===== src/rtl/u_rca_seq_ctrl_pkg.sv =====
// -----------------------------------------------------------------------------
// u_rca_seq_pkg
// Shared definitions for the multi-cycle ripple-carry adder controller:
//   - state_t   : controller FSM states
//   - idx_width : width of the slice index counter for a given slice count
// -----------------------------------------------------------------------------
package u_rca_seq_pkg;

    typedef enum logic [1:0] {
        IDLE = 2'b00,
        RUN  = 2'b01,
        DONE = 2'b10
    } state_t;

    // A single-slice configuration still needs a 1-bit index so the counter
    // never collapses to a zero-width vector.
    function automatic int idx_width(input int nslice);
        if (nslice > 1) begin
            return $clog2(nslice);
        end else begin
            return 1;
        end
    endfunction

endpackage


===== src/rtl/u_rca_seq_ctrl_slice.sv =====
// -----------------------------------------------------------------------------
// u_rca_fa / u_rca_slice
// Purely combinational W-bit ripple-carry slice built from a chain of full
// adder cells. Bit 0 is a full adder as well because the slice carry-in is
// fed from the controller's carry register.
// Ports (u_rca_slice):
//   a, b  [W-1:0]  slice operands
//   cin            carry in
//   sum   [W-1:0]  slice sum
//   cout           carry out of the most significant bit
// -----------------------------------------------------------------------------
module u_rca_fa (
    input  logic a,
    input  logic b,
    input  logic cin,
    output logic sum,
    output logic cout
);

    assign sum  = a ^ b ^ cin;
    assign cout = (a & b) | (a & cin) | (b & cin);

endmodule

module u_rca_slice #(
    parameter int W = 4
) (
    input  logic [W-1:0] a,
    input  logic [W-1:0] b,
    input  logic         cin,
    output logic [W-1:0] sum,
    output logic         cout
);

    logic [W:0] chain_s;

    assign chain_s[0] = cin;

    for (genvar i = 0; i < W; i++) begin : g_fa
        u_rca_fa u_fa (
            .a    (a[i]),
            .b    (b[i]),
            .cin  (chain_s[i]),
            .sum  (sum[i]),
            .cout (chain_s[i+1])
        );
    end

    assign cout = chain_s[W];

endmodule


===== src/rtl/u_rca_seq_ctrl.sv =====
// -----------------------------------------------------------------------------
// u_rca_seq_ctrl
// Multi-cycle unsigned adder: adds two OPW-bit operands by passing them
// through one shared SLICEW-bit ripple-carry slice, least-significant slice
// first, one slice per clock. The inter-slice carry lives in a register.
// Ports:
//   clk        clock, rising edge
//   rst        asynchronous active-high reset
//   in_valid   operands a/b valid
//   in_ready   block can accept operands (high only in IDLE)
//   a, b       [OPW-1:0] unsigned operands, sampled only on acceptance
//   out_valid  out_sum holds a completed result
//   out_ready  consumer accepts result
//   out_sum    [OPW:0] a+b, bit OPW is the final carry-out
//   busy       high while an operation is in RUN or DONE
// -----------------------------------------------------------------------------
module u_rca_seq_ctrl #(
    parameter int OPW    = 16,
    parameter int SLICEW = 4
) (
    input  logic           clk,
    input  logic           rst,
    input  logic           in_valid,
    output logic           in_ready,
    input  logic [OPW-1:0] a,
    input  logic [OPW-1:0] b,
    output logic           out_valid,
    input  logic           out_ready,
    output logic [OPW:0]   out_sum,
    output logic           busy
);

    import u_rca_seq_pkg::*;

    localparam int NSLICE = (SLICEW >= 1) ? (OPW / SLICEW) : 1;
    localparam int IDXW   = idx_width(NSLICE);
    localparam logic [IDXW-1:0] LAST_IDX = IDXW'(NSLICE - 1);

    // Reject configurations the slice schedule cannot cover exactly.
    if ((SLICEW < 1) ? 1'b1 : ((OPW % SLICEW) != 0)) begin : g_cfg_err
        $error("u_rca_seq_ctrl: OPW must be a positive multiple of SLICEW");
    end

    state_t          state_r, state_nxt_s;
    logic [IDXW-1:0] idx_r, idx_nxt_s;
    logic            carry_r, carry_nxt_s;
    logic [OPW-1:0]  a_r, a_nxt_s;
    logic [OPW-1:0]  b_r, b_nxt_s;
    logic [OPW:0]    out_sum_r, sum_nxt_s;
    logic            out_valid_r, out_valid_nxt_s;
    logic            in_ready_r, in_ready_nxt_s;
    logic            busy_r, busy_nxt_s;

    logic [SLICEW-1:0] a_slc_s [NSLICE];
    logic [SLICEW-1:0] b_slc_s [NSLICE];
    logic [SLICEW-1:0] slc_a_s, slc_b_s, slc_sum_s;
    logic              slc_cout_s;

    // Split the latched operands into per-pass slices so the active one can be
    // picked by index without a variable part-select.
    for (genvar g = 0; g < NSLICE; g++) begin : g_slc
        assign a_slc_s[g] = a_r[g*SLICEW +: SLICEW];
        assign b_slc_s[g] = b_r[g*SLICEW +: SLICEW];
    end

    assign slc_a_s = a_slc_s[idx_r];
    assign slc_b_s = b_slc_s[idx_r];

    u_rca_slice #(
        .W (SLICEW)
    ) u_slice (
        .a    (slc_a_s),
        .b    (slc_b_s),
        .cin  (carry_r),
        .sum  (slc_sum_s),
        .cout (slc_cout_s)
    );

    // Next-state, datapath updates and next values of the registered outputs.
    always_comb begin
        state_nxt_s = state_r;
        idx_nxt_s   = idx_r;
        carry_nxt_s = carry_r;
        a_nxt_s     = a_r;
        b_nxt_s     = b_r;
        sum_nxt_s   = out_sum_r;

        case (state_r)
            IDLE: begin
                if (in_valid && in_ready_r) begin
                    a_nxt_s     = a;
                    b_nxt_s     = b;
                    carry_nxt_s = 1'b0;
                    idx_nxt_s   = '0;
                    state_nxt_s = RUN;
                end else begin
                    state_nxt_s = IDLE;
                end
            end
            RUN: begin
                for (int i = 0; i < NSLICE; i++) begin
                    if (idx_r == IDXW'(i)) begin
                        sum_nxt_s[i*SLICEW +: SLICEW] = slc_sum_s;
                    end else begin
                        sum_nxt_s[i*SLICEW +: SLICEW] = out_sum_r[i*SLICEW +: SLICEW];
                    end
                end
                carry_nxt_s = slc_cout_s;
                // The last pass parks the index instead of wrapping it.
                if (idx_r == LAST_IDX) begin
                    sum_nxt_s[OPW] = slc_cout_s;
                    state_nxt_s    = DONE;
                end else begin
                    idx_nxt_s   = idx_r + 1'b1;
                    state_nxt_s = RUN;
                end
            end
            DONE: begin
                if (out_ready) begin
                    state_nxt_s = IDLE;
                end else begin
                    state_nxt_s = DONE;
                end
            end
            default: begin
                state_nxt_s = IDLE;
            end
        endcase

        // Handshake outputs are registered, so derive them from the next state.
        in_ready_nxt_s  = (state_nxt_s == IDLE);
        busy_nxt_s      = (state_nxt_s != IDLE);
        out_valid_nxt_s = (state_nxt_s == DONE);
    end

    // State, datapath and output registers; reset leaves the block idle and ready.
    always_ff @(posedge clk or posedge rst) begin
        if (rst) begin
            state_r     <= IDLE;
            idx_r       <= '0;
            carry_r     <= 1'b0;
            a_r         <= '0;
            b_r         <= '0;
            out_sum_r   <= '0;
            out_valid_r <= 1'b0;
            in_ready_r  <= 1'b1;
            busy_r      <= 1'b0;
        end else begin
            state_r     <= state_nxt_s;
            idx_r       <= idx_nxt_s;
            carry_r     <= carry_nxt_s;
            a_r         <= a_nxt_s;
            b_r         <= b_nxt_s;
            out_sum_r   <= sum_nxt_s;
            out_valid_r <= out_valid_nxt_s;
            in_ready_r  <= in_ready_nxt_s;
            busy_r      <= busy_nxt_s;
        end
    end

    assign in_ready  = in_ready_r;
    assign out_valid = out_valid_r;
    assign out_sum   = out_sum_r;
    assign busy      = busy_r;

endmodule

===== config.mk =====
export PLATFORM = sky130hd
export DESIGN_NAME = u_rca_seq_ctrl
export DESIGN_NICKNAME = d
export VERILOG_FILES = /design/src/rtl/u_rca_seq_ctrl_pkg.sv /design/src/rtl/u_rca_seq_ctrl_slice.sv /design/src/rtl/u_rca_seq_ctrl.sv
export SDC_FILE = /design/constraint.sdc
export NUM_CORES = 1
export LEC_CHECK = 0
export ABC_AREA = 1
export CAP_MARGIN = 0
export CORE_ASPECT_RATIO = 1.75
export CORE_MARGIN = 3
export CORE_UTILIZATION = 48
export CTS_CLUSTER_DIAMETER = 100
export CTS_CLUSTER_SIZE = 14
export DETAILED_ROUTE_END_ITERATION = 10
export PLACE_DENSITY = 0.86
export SLEW_MARGIN = 20
export SYNTH_ARGS = -nofsm -noshare
export SYNTH_HDL_FRONTEND = slang
export SYNTH_HIERARCHICAL = 1
export SYNTH_SLANG_ARGS = --single-unit

===== constraint.sdc =====
create_clock -name clk -period 4.8 [get_ports clk]
set_input_delay 1.2 -clock clk [delete_from_list [all_inputs] [get_ports clk]]
set_output_delay 1.2 -clock clk [all_outputs]
set_load 0.005 [all_outputs]

==> results.sh <==
export IMPL_grt_usage_pct=18.8
export IMPL_yosys_top_cells_area="dfrtp_1 51%, nand2_1 19%, nand3_1 6.6%"
export IMPL_fin_nets=427
export IMPL_p_per_area_nw_per_um2=702
export IMPL_hpwl_um=4080
export IMPL_synth_main_ff_cell="dfrtp_1"
export IMPL_initial_core_util_pct=51.0
export IMPL_tns_ns=0
export IMPL_power_switching_mw=1.02
export IMPL_syn_avg_cell_area_sq_um=8.30
export IMPL_status="finished, final reports clean"
export IMPL_grt_overflow_total=0
export IMPL_area_delta_synth_final_pct=26.9
export IMPL_io_buffers=55
export IMPL_rsz0062_at_grt="no"
export IMPL_grt_pass1_vias=2203
export IMPL_vias=2232
export IMPL_startpoint_type="register"
export IMPL_grt_pass1_wl_um=9870
export IMPL_clock_latency_ns=0.33
export IMPL_grt_busiest_layer="met2"
export IMPL_synth_warnings=6
export IMPL_crit_family="adder cells"
export IMPL_wirelength_um=5650
export IMPL_worstSetupPathType="reg -> reg"
export IMPL_grt_start_max_net_pins=58
export IMPL_synth_async_reset_ratio_pct=100
export IMPL_finalCritPeriodShare_pct=66.0
export IMPL_intPower_mw=1.43
export IMPL_crit_buf_inv=2
export IMPL_syn_inst=331
export IMPL_crit_top_cell="fa_1"
export IMPL_slowest_delay_ns=0.59
export IMPL_met2_usage_pct=33.8
export IMPL_leakage_nw=1.79
export IMPL_ctsResizeCount=0
export IMPL_dr_pass1_iters=4
export IMPL_power_frac_comb_pct=47.9
export IMPL_slew_violations=0
export IMPL_antenna_diode_count=0
export IMPL_yosys_area_top_type="dfrtp_1"
export IMPL_worstSetupEndpointType="register"
export IMPL_hold_class="reg -> reg"
export IMPL_cts_htree_levels=3
export IMPL_switching_share_pct=41.6
export IMPL_p_seq_share_pct=34.6
export IMPL_syn_cell_area_sq_um=2750
export IMPL_via_per_inst=4.83
export IMPL_hold_violations=0
export IMPL_critPathArrivalTime_ns=3.43
export IMPL_ctsHoldBuffers=0
export IMPL_hold_worst_slack_ns=0.467
export IMPL_core_area_sq_um=5390
export IMPL_critPathRequiredTime_ns=5.06
export IMPL_slew_headroom_pct=37.3
export IMPL_path_cells="clkinv_1 > nand2_1 > nand2_1 > fa_1 > fa_1 > fa_1 > fa_1 > inv_1 > o21ai_2"
export IMPL_postCtsSetupBuffers=0
export IMPL_cts_buffers=9
export IMPL_max_cap_viol_count=0
export IMPL_setup_viol=0
export IMPL_synthesis_nets=375
export IMPL_clock_sinks=57
export IMPL_chipHeight_um=106
export IMPL_drive_above_1_share_pct=8.76
export IMPL_yosysSeqAreaShare_pct=51.9
export IMPL_netlist_top_cells_count="137 x nand2_1, 56 x dfrtp_1, 36 x nand3_1, 20 x inv_1, 19 x nor2_1"
export IMPL_routedWlPerCell_um=12.2
export IMPL_worstPathMaxFanout=18
export IMPL_clockBufferDepth=2
export IMPL_num_io_pins=56
export IMPL_tritoncts="built"
export IMPL_ys_types=24
export IMPL_final_antenna_net_count=0
export IMPL_placement_rows=35
export IMPL_cpMaxStageDelayCell="fa_1"
export IMPL_cts_root_buf="clkbuf_8"
export IMPL_clk_pin_slew_ns=0.06
export IMPL_gp_congestion=0.845
export IMPL_yosysMostFrequentCell="nand2_1"
export IMPL_ir_drop_mv=0.296
export IMPL_die_area_sq_um=6710
export IMPL_grt_use_met1_pct=20.5
export IMPL_pwr_share_clk_pct=17.5
export IMPL_die_w_um=63.2
export IMPL_synth_edf_count=0
export IMPL_drt_initial_drc_count=95
export IMPL_met3_usage_pct=3.59
export IMPL_tightest_slew_ns=0.940
export IMPL_max_freq_mhz=315
export IMPL_finClkSkew_ns=0.00967
export IMPL_antenna_found_initial=0
export IMPL_yosys_area_top_type_share_pct=51.0
export IMPL_min_period_ns=3.17
export IMPL_ys_ff_latch=57
export IMPL_drc=0
-- metal layers --
metal / part of all wire [%] / vias up / wire, um
met4: 1.5 / 0 / 86
met1: 38 / 1038 / 2170
met5: 0 / - / 0
met2: 57 / 56 / 3200
met3: 3.5 / 4 / 195
li1: - / 1134 / -
-- registers in the layout, summed over array words and instances, names as in the netlist --
signal     flops
a_r           16
b_r           16
busy           1
carry_r        1
idx_r          2
in_ready       1
out_sum       17
out_valid      1
state_r        2
-- placed cells by master (no fill, tap or decap), drive strengths merged --
master | synthesis | final
inv | 24 | 23
o21ai | 21 | 21
nand4 | 2 | 2
nand2 | 143 | 143
clkbuf | 1 | 12
buf | 14 | 1
nor2 | 21 | 21
clkinv | 2 | 6
dfrtp | 56 | 56
dfstp | 1 | 1
ha | 4 | 4
nand3b | 1 | 1
nand3 | 37 | 37
clkdlybuf4s50 | 0 | 55
bufinv | 0 | 1
fa | 4 | 4
-- cell type report --
| cell class | count | area, sq um |
|---|---|---|
| sequential | 57 | 1430 |
| fill | 493 | 1900 |
| clock buffer | 12 | 145 |
| tap | 74 | 92.6 |
| multi-input combinational | 233 | 1120 |
| inverter | 26 | 98.8 |
| timing repair buffer | 56 | 558 |
| clock inverter | 4 | 45.0 |
-- power groups by stage --
stage	registers, mW	logic (mW)	clock network [mW]
2_1_floorplan	0.814	0.850	0
3_3_place_gp	0.847	1.13	0
3_5_place_dp	0.853	1.18	0
4_1_cts	0.849	1.19	0.436
5_1_grt	0.876	1.34	0.460
6_report	0.848	1.17	0.428
-- worst register-to-register path: stages, from the launching register on --
cell and delay, ns:
dfrtp_1 0.40, clkinv_1 0.40, nand2_1 0.19, nand2_1 0.09, fa_1 0.45, fa_1 0.39
fa_1 0.39, fa_1 0.59, inv_1 0.07, o21ai_2 0.12
-- cell families (layout without fill, tap and decap cells) --
logic type | Yosys count | after routing | share of synthesized area, %
flops | 57 | 57 | 51.9
buf+inv | 41 | 98 | 7.33
simple gates | 204 | 204 | 31.6
fa+ha+maj | 8 | 8 | 4.73
compound gates | 21 | 21 | 4.37
-- worst paths after layout --
kind                                                 to  cells past startpoint                  from  slack [ns]
worst max register to register  out_sum[15]$_DFFE_PP0N_                      9  idx_r[1]$_DFFE_PP0P_        1.63
worst min register to register      a_r[15]$_DFFE_PP0P_                      2   a_r[15]$_DFFE_PP0P_        0.47
worst min-delay path                a_r[15]$_DFFE_PP0P_                      2   a_r[15]$_DFFE_PP0P_        0.47
min in group asynchronous           b_r[11]$_DFFE_PP0P_                      2                   rst        1.35
worst max-delay path            out_sum[15]$_DFFE_PP0N_                      9  idx_r[1]$_DFFE_PP0P_        1.63
max in group asynchronous        out_sum[5]$_DFFE_PP0P_                      2                   rst        2.87
-- metrics by stage --
step / std cells / cell area, sq um / setup slack [ns] / util (%) / total power, mW
after floorplan: 331 / 2750 / 1.88 / - / 1.66
after global placement: 446 / 3300 / 1.74 / 61.2 / 1.98
after detailed placement: 446 / 3300 / 1.66 / 61.2 / 2.03
after CTS: 462 / 3490 / 1.63 / 64.7 / 2.47
after global routing: 462 / 3490 / 1.46 / 64.7 / 2.68
final: 462 / 3490 / 1.63 / 64.7 / 2.45
Note: power is estimated with default switching activity, not from simulation.
